**src/rtl/serdesphy_ana_pkg.sv**
```systemverilog
// Shared encodings for the SerDes PHY analog debug output stage.
// Mode select values and the debug DAC FSM state constants.
package serdesphy_ana_pkg;

    localparam logic [1:0] DBG_MODE_OFF    = 2'b00;
    localparam logic [1:0] DBG_MODE_DIRECT = 2'b01;
    localparam logic [1:0] DBG_MODE_PWM    = 2'b10;
    localparam logic [1:0] DBG_MODE_SDM    = 2'b11;

    localparam logic [1:0] ST_OFF    = 2'd0;
    localparam logic [1:0] ST_SETTLE = 2'd1;
    localparam logic [1:0] ST_RUN    = 2'd2;

endpackage

```
**src/rtl/serdesphy_ana_dbg_modulator.sv**
```systemverilog
// Bitstream generator for the analog debug pin: direct LSB, PWM
// and first-order sigma-delta, driven by the next-cycle sample.
module serdesphy_ana_dbg_modulator
    import serdesphy_ana_pkg::*;
#(
    parameter int DATA_W = 8
) (
    input  logic              clk,
    input  logic              rst_n,
    input  logic [DATA_W-1:0] sample,
    input  logic [1:0]        mode,
    input  logic              run,
    input  logic              clear,
    output logic [DATA_W-1:0] pwm_cnt,
    output logic              dbg_ana
);

    logic              active;
    logic [DATA_W:0]   acc;
    logic [DATA_W-1:0] pwm_nxt;
    logic [DATA_W:0]   acc_nxt;
    logic              bit_nxt;

    // Next counter values and the output bit they produce.
    // The first RUN cycle shows count 0, later cycles advance.
    always_comb begin
        pwm_nxt = '0;
        if (active) begin
            pwm_nxt = pwm_cnt + 1'b1;
        end
        acc_nxt = {1'b0, acc[DATA_W-1:0]} + {1'b0, sample};
        bit_nxt = 1'b0;
        case (mode)
            DBG_MODE_DIRECT: bit_nxt = sample[0];
            DBG_MODE_PWM:    bit_nxt = (pwm_nxt < sample);
            DBG_MODE_SDM:    bit_nxt = acc_nxt[DATA_W];
            default:         bit_nxt = 1'b0;
        endcase
    end

    // Counters and output flop; held at zero outside RUN.
    always_ff @(posedge clk or negedge rst_n) begin
        if (!rst_n) begin
            active  <= 1'b0;
            pwm_cnt <= '0;
            acc     <= '0;
            dbg_ana <= 1'b0;
        end else if (clear || !run) begin
            active  <= 1'b0;
            pwm_cnt <= '0;
            acc     <= '0;
            dbg_ana <= 1'b0;
        end else begin
            active  <= 1'b1;
            pwm_cnt <= (mode == DBG_MODE_PWM) ? pwm_nxt : '0;
            acc     <= (mode == DBG_MODE_SDM) ? acc_nxt : '0;
            dbg_ana <= bit_nxt;
        end
    end

endmodule

```
**src/rtl/serdesphy_ana_debug_dac.sv**
```systemverilog
// Multi-channel analog debug DAC: channel mux, sample capture,
// change-triggered settle blanking and the bitstream modulator.
module serdesphy_ana_debug_dac
    import serdesphy_ana_pkg::*;
#(
    parameter int DATA_W     = 8,
    parameter int NUM_CH     = 4,
    parameter int SEL_W      = 2,
    parameter int SETTLE_CYC = 4
) (
    input  logic                     clk,
    input  logic                     rst_n,
    input  logic                     enable,
    input  logic [1:0]               mode,
    input  logic [SEL_W-1:0]         ch_sel,
    input  logic                     hold,
    input  logic [NUM_CH*DATA_W-1:0] debug_data,
    output logic                     dbg_ana,
    output logic                     settling,
    output logic [DATA_W-1:0]        sample
);

    localparam logic [7:0] SETTLE_LAST = 8'(SETTLE_CYC - 1);

    logic [1:0]        state;
    logic [1:0]        state_d;
    logic [7:0]        settle_cnt;
    logic [7:0]        settle_cnt_d;
    logic [SEL_W-1:0]  ch_sel_q;
    logic [1:0]        mode_q;
    logic [DATA_W-1:0] sample_d;
    logic [DATA_W-1:0] mux_word;
    logic [DATA_W-1:0] pwm_cnt;
    logic              changed;
    logic              pwm_wrap;
    logic              run_d;

    // Channel mux; selects beyond the last channel read as zero.
    always_comb begin
        mux_word = '0;
        for (int c = 0; c < NUM_CH; c++) begin
            if (ch_sel == SEL_W'(c)) begin
                mux_word = debug_data[c*DATA_W +: DATA_W];
            end
        end
    end

    assign changed  = (ch_sel != ch_sel_q) || (mode != mode_q);
    assign pwm_wrap = (pwm_cnt == {DATA_W{1'b1}});

    // FSM next state, settle counting and sample capture policy.
    always_comb begin
        state_d      = state;
        settle_cnt_d = settle_cnt;
        sample_d     = sample;
        if (!enable || mode == DBG_MODE_OFF) begin
            state_d      = ST_OFF;
            settle_cnt_d = '0;
        end else begin
            case (state)
                ST_OFF: begin
                    state_d      = ST_SETTLE;
                    settle_cnt_d = '0;
                end
                ST_SETTLE: begin
                    if (changed) begin
                        settle_cnt_d = '0;
                    end else if (settle_cnt == SETTLE_LAST) begin
                        state_d      = ST_RUN;
                        settle_cnt_d = '0;
                        sample_d     = mux_word;
                    end else begin
                        settle_cnt_d = settle_cnt + 8'd1;
                    end
                end
                ST_RUN: begin
                    if (changed) begin
                        state_d      = ST_SETTLE;
                        settle_cnt_d = '0;
                    end else if (!hold) begin
                        if (mode != DBG_MODE_PWM || pwm_wrap) begin
                            sample_d = mux_word;
                        end
                    end
                end
                default: begin
                    state_d      = ST_OFF;
                    settle_cnt_d = '0;
                end
            endcase
        end
    end

    // State, settle counter, input history and captured sample.
    always_ff @(posedge clk or negedge rst_n) begin
        if (!rst_n) begin
            state      <= ST_OFF;
            settle_cnt <= '0;
            ch_sel_q   <= '0;
            mode_q     <= DBG_MODE_OFF;
            sample     <= '0;
        end else begin
            state      <= state_d;
            settle_cnt <= settle_cnt_d;
            ch_sel_q   <= ch_sel;
            mode_q     <= mode;
            sample     <= sample_d;
        end
    end

    assign settling = (state == ST_SETTLE);
    assign run_d    = (state_d == ST_RUN);

    serdesphy_ana_dbg_modulator #(
        .DATA_W (DATA_W)
    ) u_mod (
        .clk     (clk),
        .rst_n   (rst_n),
        .sample  (sample_d),
        .mode    (mode),
        .run     (run_d),
        .clear   (!run_d),
        .pwm_cnt (pwm_cnt),
        .dbg_ana (dbg_ana)
    );

endmodule

```
**config.mk**
```make
export PLATFORM = sky130hd
export DESIGN_NAME = serdesphy_ana_debug_dac
export DESIGN_NICKNAME = d
export VERILOG_FILES = /design/src/rtl/serdesphy_ana_pkg.sv /design/src/rtl/serdesphy_ana_dbg_modulator.sv /design/src/rtl/serdesphy_ana_debug_dac.sv
export SDC_FILE = /design/constraint.sdc
export NUM_CORES = 1
export LEC_CHECK = 0
export ABC_CLOCK_PERIOD_IN_PS = 5400
export CORE_MARGIN = 5
export CORE_UTILIZATION = 55
export DETAILED_ROUTE_END_ITERATION = 10
export PLACE_DENSITY_LB_ADDON = 0.15
export RECOVER_POWER = 50
export SLEW_MARGIN = 20
export SYNTH_ARGS = -nofsm -noshare
export SYNTH_HDL_FRONTEND = slang
export SYNTH_SLANG_ARGS = --single-unit
export TNS_END_PERCENT = 30
```
**constraint.sdc**
```tcl
create_clock -name clk -period 5.4 [get_ports clk]
set_clock_uncertainty 0.15 [all_clocks]
set_input_delay 1.08 -clock clk [delete_from_list [all_inputs] [get_ports clk]]
set_output_delay 1.08 -clock clk [all_outputs]
set_load 0.05 [all_outputs]
```
### Word-level counts from Yosys, hierarchy flattened

Cells that the tools add are included.

* bits in registers: 40
* input port bits: 40
* output and inout bits: 10
* logic and storage cells: 64

* add/subtract/negate cells: 3
* magnitude comparators: 1
* equality and inequality tests: 15
* multiplexer cells: 29
* reduce and logical (&&, ||, !) cells: 7

Operator list (number)
* 8-bit 2-to-1 mux: 19
* 8-bit case mux with 2 select lines: 2
* 8-bit by 1-bit adder with 8-bit output (second input constant): 2
* 2-bit equality test (second input constant): 6
* 8-bit by 8-bit adder with 9-bit output: 1
* 8-bit by 2-bit equality test with 1-bit output (second input constant): 1
* 8-bit equality test (second input constant): 1
* 8-bit less-than comparator: 1
* 2-bit 2-to-1 mux: 4
* 2-bit by 1-bit equality test with 1-bit output (second input constant): 3
* 2-bit logical NOT: 3
* 2-bit case mux with 3 select lines: 1
* 2-bit != test: 2
* 1-bit logical OR: 3
* 3-bit != test (second input constant): 1
* 1-bit case mux with 3 select lines: 1
* 1-bit 2-to-1 mux: 2
* 2-bit != test (second input constant): 1
* 1-bit logical NOT: 1

### Logic depth before layout (Yosys ltp)

Gate-level depths: netlist of run 1.

* depth after elaboration: 13
* gate-level depth with buffers: 17
* depth with buffers taken out: 16

### Cells and area by module

Synthesis of run 1 repeated with hierarchy kept, for this count alone.

* cell total of the unflattened synthesis: 267
* area total of the unflattened synthesis: 2656.3 um^2

By module, submodules not included
* serdesphy_ana_debug_dac: times used 1, cells each 137, area each 1418.9 um^2, sequential area each 550.5 um^2
* serdesphy_ana_dbg_modulator: times used 1, cells each 130, area each 1237.4 um^2, sequential area each 450.4 um^2

### Worst setup path before layout of run 1

Ideal clock, no wire load.

* path kind: input to register
* from: in ch_sel[1]
* to: reg u_mod.acc[7]
* setup time: 0.125 ns
* data arrival time: 3.800 ns
* required time: 5.125 ns
* path slack: 1.325 ns
* stages on the path: 14
* path buffers: 3
* path through: clkbuf_1 > xnor2_1 > and4_1 > buf_2 > o2111ai_1 > clkbuf_1 > o21ai_0 > ha_1 > a21o_1 > a21oi_1 > o21ai_0 > o41ai_1 > xor2_1 > nor2_1

* cells in the longest elaborated chain, start to end: 13
* elaborated cells on any way between the ends: 25
* those cells by class: add/sub (1); eq/ne (5); mux (17); reduce/logical (2)

RTL lines
* start: declaration: RTL line serdesphy_ana_debug_dac.sv:15 `input logic [SEL_W-1:0] ch_sel,`
* 2-bit logical NOT: RTL line serdesphy_ana_debug_dac.sv:42 `if (ch_sel == SEL_W'(c)) begin`
* 8-bit 2-to-1 mux (4 in series): RTL line serdesphy_ana_debug_dac.sv:42
* 8-bit 2-to-1 mux: RTL line serdesphy_ana_debug_dac.sv:81 `if (mode != DBG_MODE_PWM || pwm_wrap) begin`
* 8-bit 2-to-1 mux: RTL line serdesphy_ana_debug_dac.sv:80 `end else if (!hold) begin`
* 8-bit 2-to-1 mux: RTL line serdesphy_ana_debug_dac.sv:77 `if (changed) begin`
* 8-bit case mux with 2 select lines *: RTL line serdesphy_ana_debug_dac.sv:60 `case (state)`
* 8-bit 2-to-1 mux *: RTL line serdesphy_ana_debug_dac.sv:56 `if (!enable || mode == DBG_MODE_OFF) begin`
* net sample_d[1]: RTL line serdesphy_ana_debug_dac.sv:31 `logic [DATA_W-1:0] sample_d;`
* 8-bit by 8-bit adder with 9-bit output *: RTL line serdesphy_ana_dbg_modulator.sv:31 `acc_nxt = {1'b0, acc[DATA_W-1:0]} + {1'b0, sample};`
* 8-bit 2-to-1 mux *: RTL line serdesphy_ana_dbg_modulator.sv:56 `acc <= (mode == DBG_MODE_SDM) ? acc_nxt : '0;`
* 8-bit 2-to-1 mux *: RTL line serdesphy_ana_dbg_modulator.sv:48 `end else if (clear || !run) begin`
* end signal: assignment: RTL line serdesphy_ana_dbg_modulator.sv:56
* end: declaration: RTL line serdesphy_ana_dbg_modulator.sv:19 `logic [DATA_W:0] acc;`

The timed path passes the listed nets; every way through them passes the cells marked *.
A chain may end at the register's enable or synchronous reset.

### Final worst setup path of run 1

* from: in ch_sel[0]
* to: reg u_mod.dbg_ana

* cells in the longest elaborated chain, start to end: 13
* elaborated cells on any way between the ends: 26
* those cells by class: add/sub (1); order compare (1); eq/ne (5); mux (17); reduce/logical (2)

RTL lines
* 2-bit logical NOT: RTL line serdesphy_ana_debug_dac.sv:42
* 8-bit 2-to-1 mux (4 in series): RTL line serdesphy_ana_debug_dac.sv:42
* 8-bit 2-to-1 mux: RTL line serdesphy_ana_debug_dac.sv:81
* 8-bit 2-to-1 mux: RTL line serdesphy_ana_debug_dac.sv:80
* 8-bit 2-to-1 mux: RTL line serdesphy_ana_debug_dac.sv:77
* 8-bit case mux with 2 select lines: RTL line serdesphy_ana_debug_dac.sv:60
* 8-bit 2-to-1 mux: RTL line serdesphy_ana_debug_dac.sv:56
* 8-bit by 8-bit adder with 9-bit output or 8-bit less-than comparator (tied branches): RTL line serdesphy_ana_dbg_modulator.sv:31, serdesphy_ana_dbg_modulator.sv:35
* 1-bit case mux with 3 select lines: RTL line serdesphy_ana_dbg_modulator.sv:33 `case (mode)`
* 1-bit 2-to-1 mux *: RTL line serdesphy_ana_dbg_modulator.sv:48
* end signal: assignment: RTL line serdesphy_ana_dbg_modulator.sv:57 `dbg_ana <= bit_nxt;`
* end: declaration: RTL line serdesphy_ana_dbg_modulator.sv:15 `output logic dbg_ana`

Every way passes the cells marked *; elsewhere a longest branch is shown, timed or not.

==> metrics.csv, run 1 <==
stage,metric,value,unit
timing,TNS Setup,0,ns
power,largest vdd supply drop,0.000125,V
logic_synthesis,Synth Flop Type,dfrtp_1,
floorplan,starting density of the core,0.569,
logic_synthesis,Synth top area share,0.370,
grt,global route total overflow,0,
detailed_routing,drt wl/cell,15.4,um
detailed_routing,Via density,5.62,
logic_synthesis,Mean Syn Cell Area,9.73,um^2
timing,min Tclk post-route,4.51,ns
detailed_routing,drt pass-1 iters,5,
power,logic gate share of total power,0.156,
power,Flop pwr share,0.523,
timing,final setup vio count,0,
floorplan,core footprint,4750,um^2
detailed_routing,DR vias,2233,
final_layout,"commonest non-fill, non-tap cell in the layout",clkdlybuf4s50_1,
final_layout,final net count,392,
clock_network,root buffer cell,clkbuf_8,
grt,antenna violations before repair,0,
power,overall power,0.582,mW
critical_path,Startpoint Class,primary input,
power,PwrDens,175,nW/um^2
grt,All-Layer GR Usage,0.213,
logic_synthesis,Synth Net Count,340,
logic_synthesis,synthesis-stage register bit count,40,
detailed_routing,drt initial violations,78,
critical_path,CP arrival,4.52,ns
status,status,"complete, but fails checks",
critical_path,worst r2r src,settle_cnt[4]$_DFFE_PN0P_,
hold_path,Hold Startpoint,settle_cnt[7]$_DFFE_PN0P_,
clock_network,"Hold-fix buffers, CTS",0,
clock_network,# resized after CTS,0,
hold_path,Min-Delay Path Depth,2,
grt,first-pass GRT wire length,10.6,mm
critical_path,Max Fanout on Critical Path,10,
placed_design,GPL Wtd Cong,0.878,
clock_network,total setup buffers inserted after CTS,0,
critical_path,worst-path cell chain,clkdlybuf4s50_1 -> clkbuf_1 -> mux2_2 -> a21oi_1 -> nor2_1 -> or2_1 -> ha_1 -> inv_1 -> fa_1 -> nor2b_1 -> o31a_1 -> nor3_1 -> o21ai_0 -> a21boi_0 -> o32ai_1,
floorplan,row cnt,25,
detailed_routing,antenna-violating nets left,0,
logic_synthesis,ranking of synthesized cells by area,"dfrtp_1, ha_1, mux4_2",
clock_network,Clock Sinks,40,
critical_path,"CP delay by family, top",buffers and inverters,
power,part of the power in the clock network,0.321,
power,Int Pwr,0.438,mW
hold_path,HP Class,flop to flop,
timing,period utilization,0.835,
final_layout,Syn-to-layout area delta,23.4,%
final_layout,"commonest cells after routing, fill and taps aside","clkdlybuf4s50_1, dfrtp_1, nor2_1, ha_1, nand2_1",
clock_network,CTS H-tree lvls,2,
clock_network,clk_lat worst skew,0.28,ns
logic_synthesis,Synth area leader,dfrtp_1,
logic_synthesis,Post-synth EDFFs,0,
timing,Final Hold Fails,0,
power,sw frac,0.248,
grt,largest net degree at the start of global routing,41,
final_layout,share of cells above drive strength 1,0.0848,
clock_network,CTS Buffer Depth,2,
timing,Worst-Margin Slew,2.14,ns
timing,RSZ-0062 raised after global routing,false,
logic_synthesis,async set-reset flop share out of synthesis,1.00,
critical_path,Worst Setup End Kind,flop,
final_layout,FILL cells,393,
placed_design,post-DP HPWL,4.85,mm
logic_synthesis,Syn. warnings,0,
floorplan,# IOs,50,
critical_path,WP depth,15,
timing,fmax,222,MHz
clock_network,Worst-path clk slew,0.08,ns
job,max-cap violation count,1,
critical_path,critical path's largest stage delay,0.54,ns
floorplan,Die ar.,6420,um^2
clock_network,CTS tree,done,
logic_synthesis,Mapped Cells,278,
detailed_routing,final WL,6.11,mm
power,Leak Pwr,1.40,nW
logic_synthesis,Mapped Area,2700,um^2
timing,fin. max-slew vios,41,
logic_synthesis,share of the yosys chip area belonging to registers,0.370,
critical_path,CP max-delay cell,clkbuf_1,
final_layout,# diodes,0,
critical_path,Reg2Reg Setup Slack,1.48,ns
floorplan,die height,80.1,um
critical_path,critical path type,primary input to flop,
critical_path,R2R depth,13,
final_layout,area of the multi-input gates,1620,um^2
floorplan,Die W,80.1,um
power,sw power,0.144,mW
grt,number of global-route vias before repair,2289,
hold_path,Worst Hold Path EP,settle_cnt[7]$_DFFE_PN0P_,
critical_path,crit path buf inv count,3,
logic_synthesis,post-synth cell types,50,
status,failing checks,"capacitance limit, slew limit",
timing,Worst slew margin,-0.424,
critical_path,Critical R2R Capture,u_mod.acc[7]$_DFF_PN0_,
clock_network,cts bufs inserted,5,
final_layout,Register Area,1000,um^2
critical_path,CP Data Required Time,5.41,ns
placed_design,I/O Buffers,49,
detailed_routing,residual DRC count,0,
cell families (layout without fill, tap and decap cells):
group,Yosys count,count (layout),synth area share
and+or+nand+nor,106,106,0.214
adders and majority gates,22,22,0.105
buffers and inverters,22,74,0.0315
AOI/OAI and AO/OA,65,65,0.168
muxes,10,10,0.0699
DFF,40,40,0.370
xor gates and xnor gates,13,13,0.0421
worst reg2reg max path: cells and delay by family, from the launching register on:
family	cells	cell delay [ns]
and+or+nand+nor	5	1.31
DFF	1	0.42
adders and majority gates	1	0.31
AOI/OAI and AO/OA	6	1.44
xor gates and xnor gates	1	0.18
metrics by stage:
stage	setup slack (ns)	hold WS [ns]	utilization	instance area, um^2	instances
floorplan	1.32	0.357	-	2700	278
global placement	0.870	0.395	0.687	3270	390
detailed placement	0.778	0.396	0.687	3270	390
CTS	1.05	0.415	0.703	3340	397
global route	0.614	0.452	0.702	3340	397
finish	0.890	0.411	0.702	3340	397
layout make-up:
type	instances	share of cell area
well taps	67	0.0251
repair buffers	52	0.150
flip-flops and latches	40	0.300
clock inverters	1	0.00150
multi-input cells	216	0.485
inverters	15	0.0169
clock buffers	6	0.0218
sequential cells by signal, indices dropped and copies added, names as in the netlist:
name	flops
sample	8
settle_cnt	8
u_mod.acc	8
u_mod.pwm_cnt	8
ch_sel_q	2
mode_q	2
state	2
u_mod.active	1
u_mod.dbg_ana	1
power by group through the flow:
stage,combinational (mW),sequential (mW),clock [mW]
after floorplan,0.0419,0.313,0
final,0.0907,0.304,0.187
after global routing,0.0990,0.305,0.207
after CTS,0.0928,0.304,0.191
after detailed placement,0.0925,0.310,0
after global placement,0.0909,0.310,0
cells in the mapped netlist, drive strengths merged (2+ instances only):
cell type  count
buf            2
nor2b         15
nand2         20
mux4           7
a21oi         16
inv           15
a21o           4
xnor2          5
o31ai          2
nor2          28
or2            4
dfrtp         40
and3           3
clkbuf         5
a211oi         3
nand4          5
o21a          11
o41ai          2
ha            21
and2           2
a31oi          2
mux2i          2
xor2           8
nor3           6
nor3b          3
nand2b         2
nand3         10
or3            3
o21ai         19
worst max-delay path by stage:
| stage | startpoint | end | slack [ns] |
|---|---|---|---|
| after floorplan | ch_sel[1] | u_mod.acc[7]$_DFF_PN0_ | 1.32 |
| after global placement | mode[1] | u_mod.dbg_ana$_DFF_PN0_ | 0.87 |
| after detailed placement | mode[0] | u_mod.dbg_ana$_DFF_PN0_ | 0.78 |
| after CTS | mode[0] | u_mod.dbg_ana$_DFF_PN0_ | 1.05 |
| after global routing | mode[1] | u_mod.acc[7]$_DFF_PN0_ | 0.61 |
| final | ch_sel[0] | u_mod.dbg_ana$_DFF_PN0_ | 0.89 |
layer usage:
layer	up-vias	GRT usage	part of all wire
li1	1095	-	-
met2	62	0.367	0.49
met4	0	0.0659	0.016
met3	9	0.0583	0.065
met1	1067	0.260	0.43
met5	-	0	0
(Power assumes the default switching activity.)
==> run 2, diff against run 1 <==
Settings changed: ABC_CLOCK_PERIOD_IN_PS 5400 to 4200, CORE_UTILIZATION 55 to 53.
Clock period 5.4 ns to 4.2 ns, I/O delays scaled along.
==> run 2 against run 1 <==
Net effect:
- the flow still finishes with violations (capacitance limit, slew limit)
- clock-buffer cell count shrank 1
- setup slack lost 0.58 ns
- sequential power grew 29%
- cell area grew 3.4%
- combinational power grew 38%
- first-iteration DRC count grew 14%
- core utilization shrank 1.7 points
- clock power grew 27%
- via count grew 3.4%
- sequential cell count is the same
- worst hold slack lost 0.0017 ns
- die area grew 3.3%
- critical path type unchanged
- largest cell class unchanged
==> metrics.csv, run 2 (synthesized netlist as in run 1, its figures left out) <==
stage,metric,value,unit,change
status,status,"complete, but fails checks",,
status,failing checks,"capacitance limit, slew limit",,
clock_network,CTS H-tree lvls,2,,unchanged
timing,Worst slew margin,-0.451,,-0.0270
detailed_routing,drt initial violations,89,,+14%
critical_path,Most Frequent Cell on Critical Path,o21ai_0,,
clock_network,total setup buffers inserted after CTS,0,,unchanged
power,overall power,0.754,mW,+30%
final_layout,share of cells above drive strength 1,0.125,,+0.0405
grt,All-Layer GR Usage,0.214,,about the same
detailed_routing,Via density,5.59,,-0.60%
critical_path,CP arrival,3.91,ns,-0.61 ns
critical_path,critical path's largest stage delay,0.44,ns,-0.10 ns
final_layout,Syn-to-layout area delta,27.6,%,
timing,final setup vio count,0,,unchanged
clock_network,CTS Buffer Depth,2,,unchanged
detailed_routing,antenna-violating nets left,0,,unchanged
timing,RSZ-0062 raised after global routing,false,,
clock_network,CTS tree,done,,
timing,Worst-Margin Slew,2.18,ns,+0.0405 ns
timing,WHS,0.410,ns,-0.00170 ns
critical_path,Max Fanout on Critical Path,4,,-6
critical_path,worst r2r src,settle_cnt[0]$_DFFE_PN0P_,,
clock_network,Clock Sinks,40,,unchanged
grt,global route total overflow,0,,unchanged
grt,antenna violations before repair,0,,unchanged
final_layout,final net count,407,,+3.8%
clock_network,"Hold-fix buffers, CTS",0,,unchanged
final_layout,FILL cells,404,,+2.8%
final_layout,"commonest non-fill, non-tap cell in the layout",clkdlybuf4s50_1,,
hold_path,Hold Startpoint,settle_cnt[7]$_DFFE_PN0P_,,
critical_path,Reg2Reg Setup Slack,0.50,ns,-0.98 ns
critical_path,crit path buf inv count,1,,-2
detailed_routing,residual DRC count,0,,unchanged
final_layout,post-route insts no fill,413,,+4.0%
placed_design,Post-DP Area,3380,um^2,+3.6%
power,PwrDens,219,nW/um^2,+25%
detailed_routing,DR vias,2309,,+3.4%
grt,largest net degree at the start of global routing,41,,unchanged
timing,fin. max-slew vios,41,,unchanged
critical_path,"CP delay by family, top",compound AO/OA/AOI/OAI gates,,
floorplan,die height,81.4,um,+1.6%
critical_path,Critical R2R Capture,u_mod.dbg_ana$_DFF_PN0_,,
timing,Final Hold Fails,0,,unchanged
placed_design,dpl cells,408,,+4.6%
hold_path,Worst Hold Path EP,settle_cnt[7]$_DFFE_PN0P_,,
floorplan,Die W,81.4,um,+1.6%
power,largest vdd supply drop,0.000108,V,-14%
timing,fmax,257,MHz,
grt,number of global-route vias before repair,2317,,+1.2%
floorplan,starting density of the core,0.536,,-0.0325
final_layout,# diodes,0,,unchanged
detailed_routing,drt wl/cell,15.7,um,+2.1%
hold_path,Min-Delay Path Depth,2,,unchanged
floorplan,Die ar.,6630,um^2,+3.3%
critical_path,critical path type,primary input to flop,,
timing,min Tclk post-route,3.89,ns,
placed_design,GPL Wtd Cong,0.847,,-3.6%
placed_design,post-DP HPWL,5.12,mm,+5.5%
clock_network,cts bufs inserted,5,,unchanged
floorplan,# IOs,50,,unchanged
final_layout,area of the multi-input gates,1620,um^2,+0.39%
detailed_routing,final WL,6.49,mm,+6.2%
critical_path,Startpoint Class,primary input,,
clock_network,root buffer cell,clkbuf_8,,
job,max-cap violation count,1,,unchanged
final_layout,Register Area,1000,um^2,unchanged
critical_path,worst-path cell chain,clkdlybuf4s50_1 -> xnor2_1 -> nand4_1 -> o31ai_1 -> nand3_1 -> nand2_1 -> o21ai_0 -> ha_1 -> nor2b_1 -> o31a_1 -> nor3_1 -> o21ai_0 -> a21boi_0 -> o32ai_1,,
timing,TNS Setup,0,ns,unchanged
power,Leak Pwr,1.47,nW,+4.9%
clock_network,clk_lat worst skew,0.29,ns,about the same
clock_network,Worst-path clk slew,0.07,ns,about the same
hold_path,HP Class,flop to flop,,
critical_path,CP Data Required Time,4.22,ns,-1.19 ns
placed_design,I/O Buffers,49,,unchanged
final_layout,post-route design area,3450,um^2,+3.4%
floorplan,core footprint,5040,um^2,+6.1%
critical_path,Worst Setup End Kind,flop,,
floorplan,row cnt,26,,+4.0%
critical_path,CP max-delay cell,clkdlybuf4s50_1,,
critical_path,R2R depth,15,,+2
critical_path,WP depth,14,,-1
timing,period utilization,0.926,,
detailed_routing,drt pass-1 iters,5,,unchanged
grt,first-pass GRT wire length,10.8,mm,+2.5%
final_layout,"commonest cells after routing, fill and taps aside","clkdlybuf4s50_1, dfrtp_1, nor2_1, ha_1, nand2_1",,
==> run 2: cell count changes in the layout (fill, tap and decap cells not counted), sizes merged <==
cell,delta
buf,+15
clkbuf,-1
clkdlybuf4s50,+2
clkinv,-1
dlygate4sd3,-2
==> run 2: worst reg2reg max path: cells and delay by family (launching register included) <==
kind | cells | cell delay [ns]
simple gates | 5 | 1.12
buf+inv | 1 | 0.05
flops | 1 | 0.43
fa+ha+maj | 3 | 0.82
compound gates | 6 | 1.02
==> run 2: worst max path at each step <==
stage,endpoint,startpoint
after floorplan,u_mod.acc[7]$_DFF_PN0_,state[1]$_DFF_PN0_
after global routing,u_mod.dbg_ana$_DFF_PN0_,mode[1]
after CTS,u_mod.dbg_ana$_DFF_PN0_,mode[1]
final,u_mod.dbg_ana$_DFF_PN0_,ch_sel[0]
after global placement,u_mod.dbg_ana$_DFF_PN0_,mode[1]
after detailed placement,u_mod.dbg_ana$_DFF_PN0_,mode[1]
==> run 2: cell type report <==
type / instances / area share
well taps: 70 / 0.0254
repair buffers: 67 / 0.177
multi-input cells: 216 / 0.471
inverters: 15 / 0.0163
clock buffers: 5 / 0.0199
flip-flops and latches: 40 / 0.290
==> run 2: metal layers <==
layer | up-vias | routed length [um] | track usage
li1 | 1124 | - | -
met1 | 1103 | 2830 | 0.272
met2 | 72 | 3190 | 0.371
met3 | 10 | 410 | 0.0471
met4 | 0 | 57 | 0.0456
met5 | - | 0 | 0
==> run 2: power by group <==
group | total, mW | switching, mW | internal [mW]
Sequential | 0.392 | 0.00290 | 0.389
Clock | 0.238 | 0.131 | 0.107
Combinational | 0.125 | 0.0576 | 0.0670
==> run 2: through the flow <==
step / util / setup WS, ns
finish: 0.684 / 0.309
global route: 0.684 / 0.0161
CTS: 0.685 / 0.181
detailed placement: 0.671 / -0.0914
global placement: 0.671 / -0.0195
floorplan: - / 0.206
==> run 2: timing repair <==
item                                    in CTS  in global routing
resized for setup                            0                  1
endpoints found under the hold margin        0                  0
endpoints found under the setup margin       0                  2
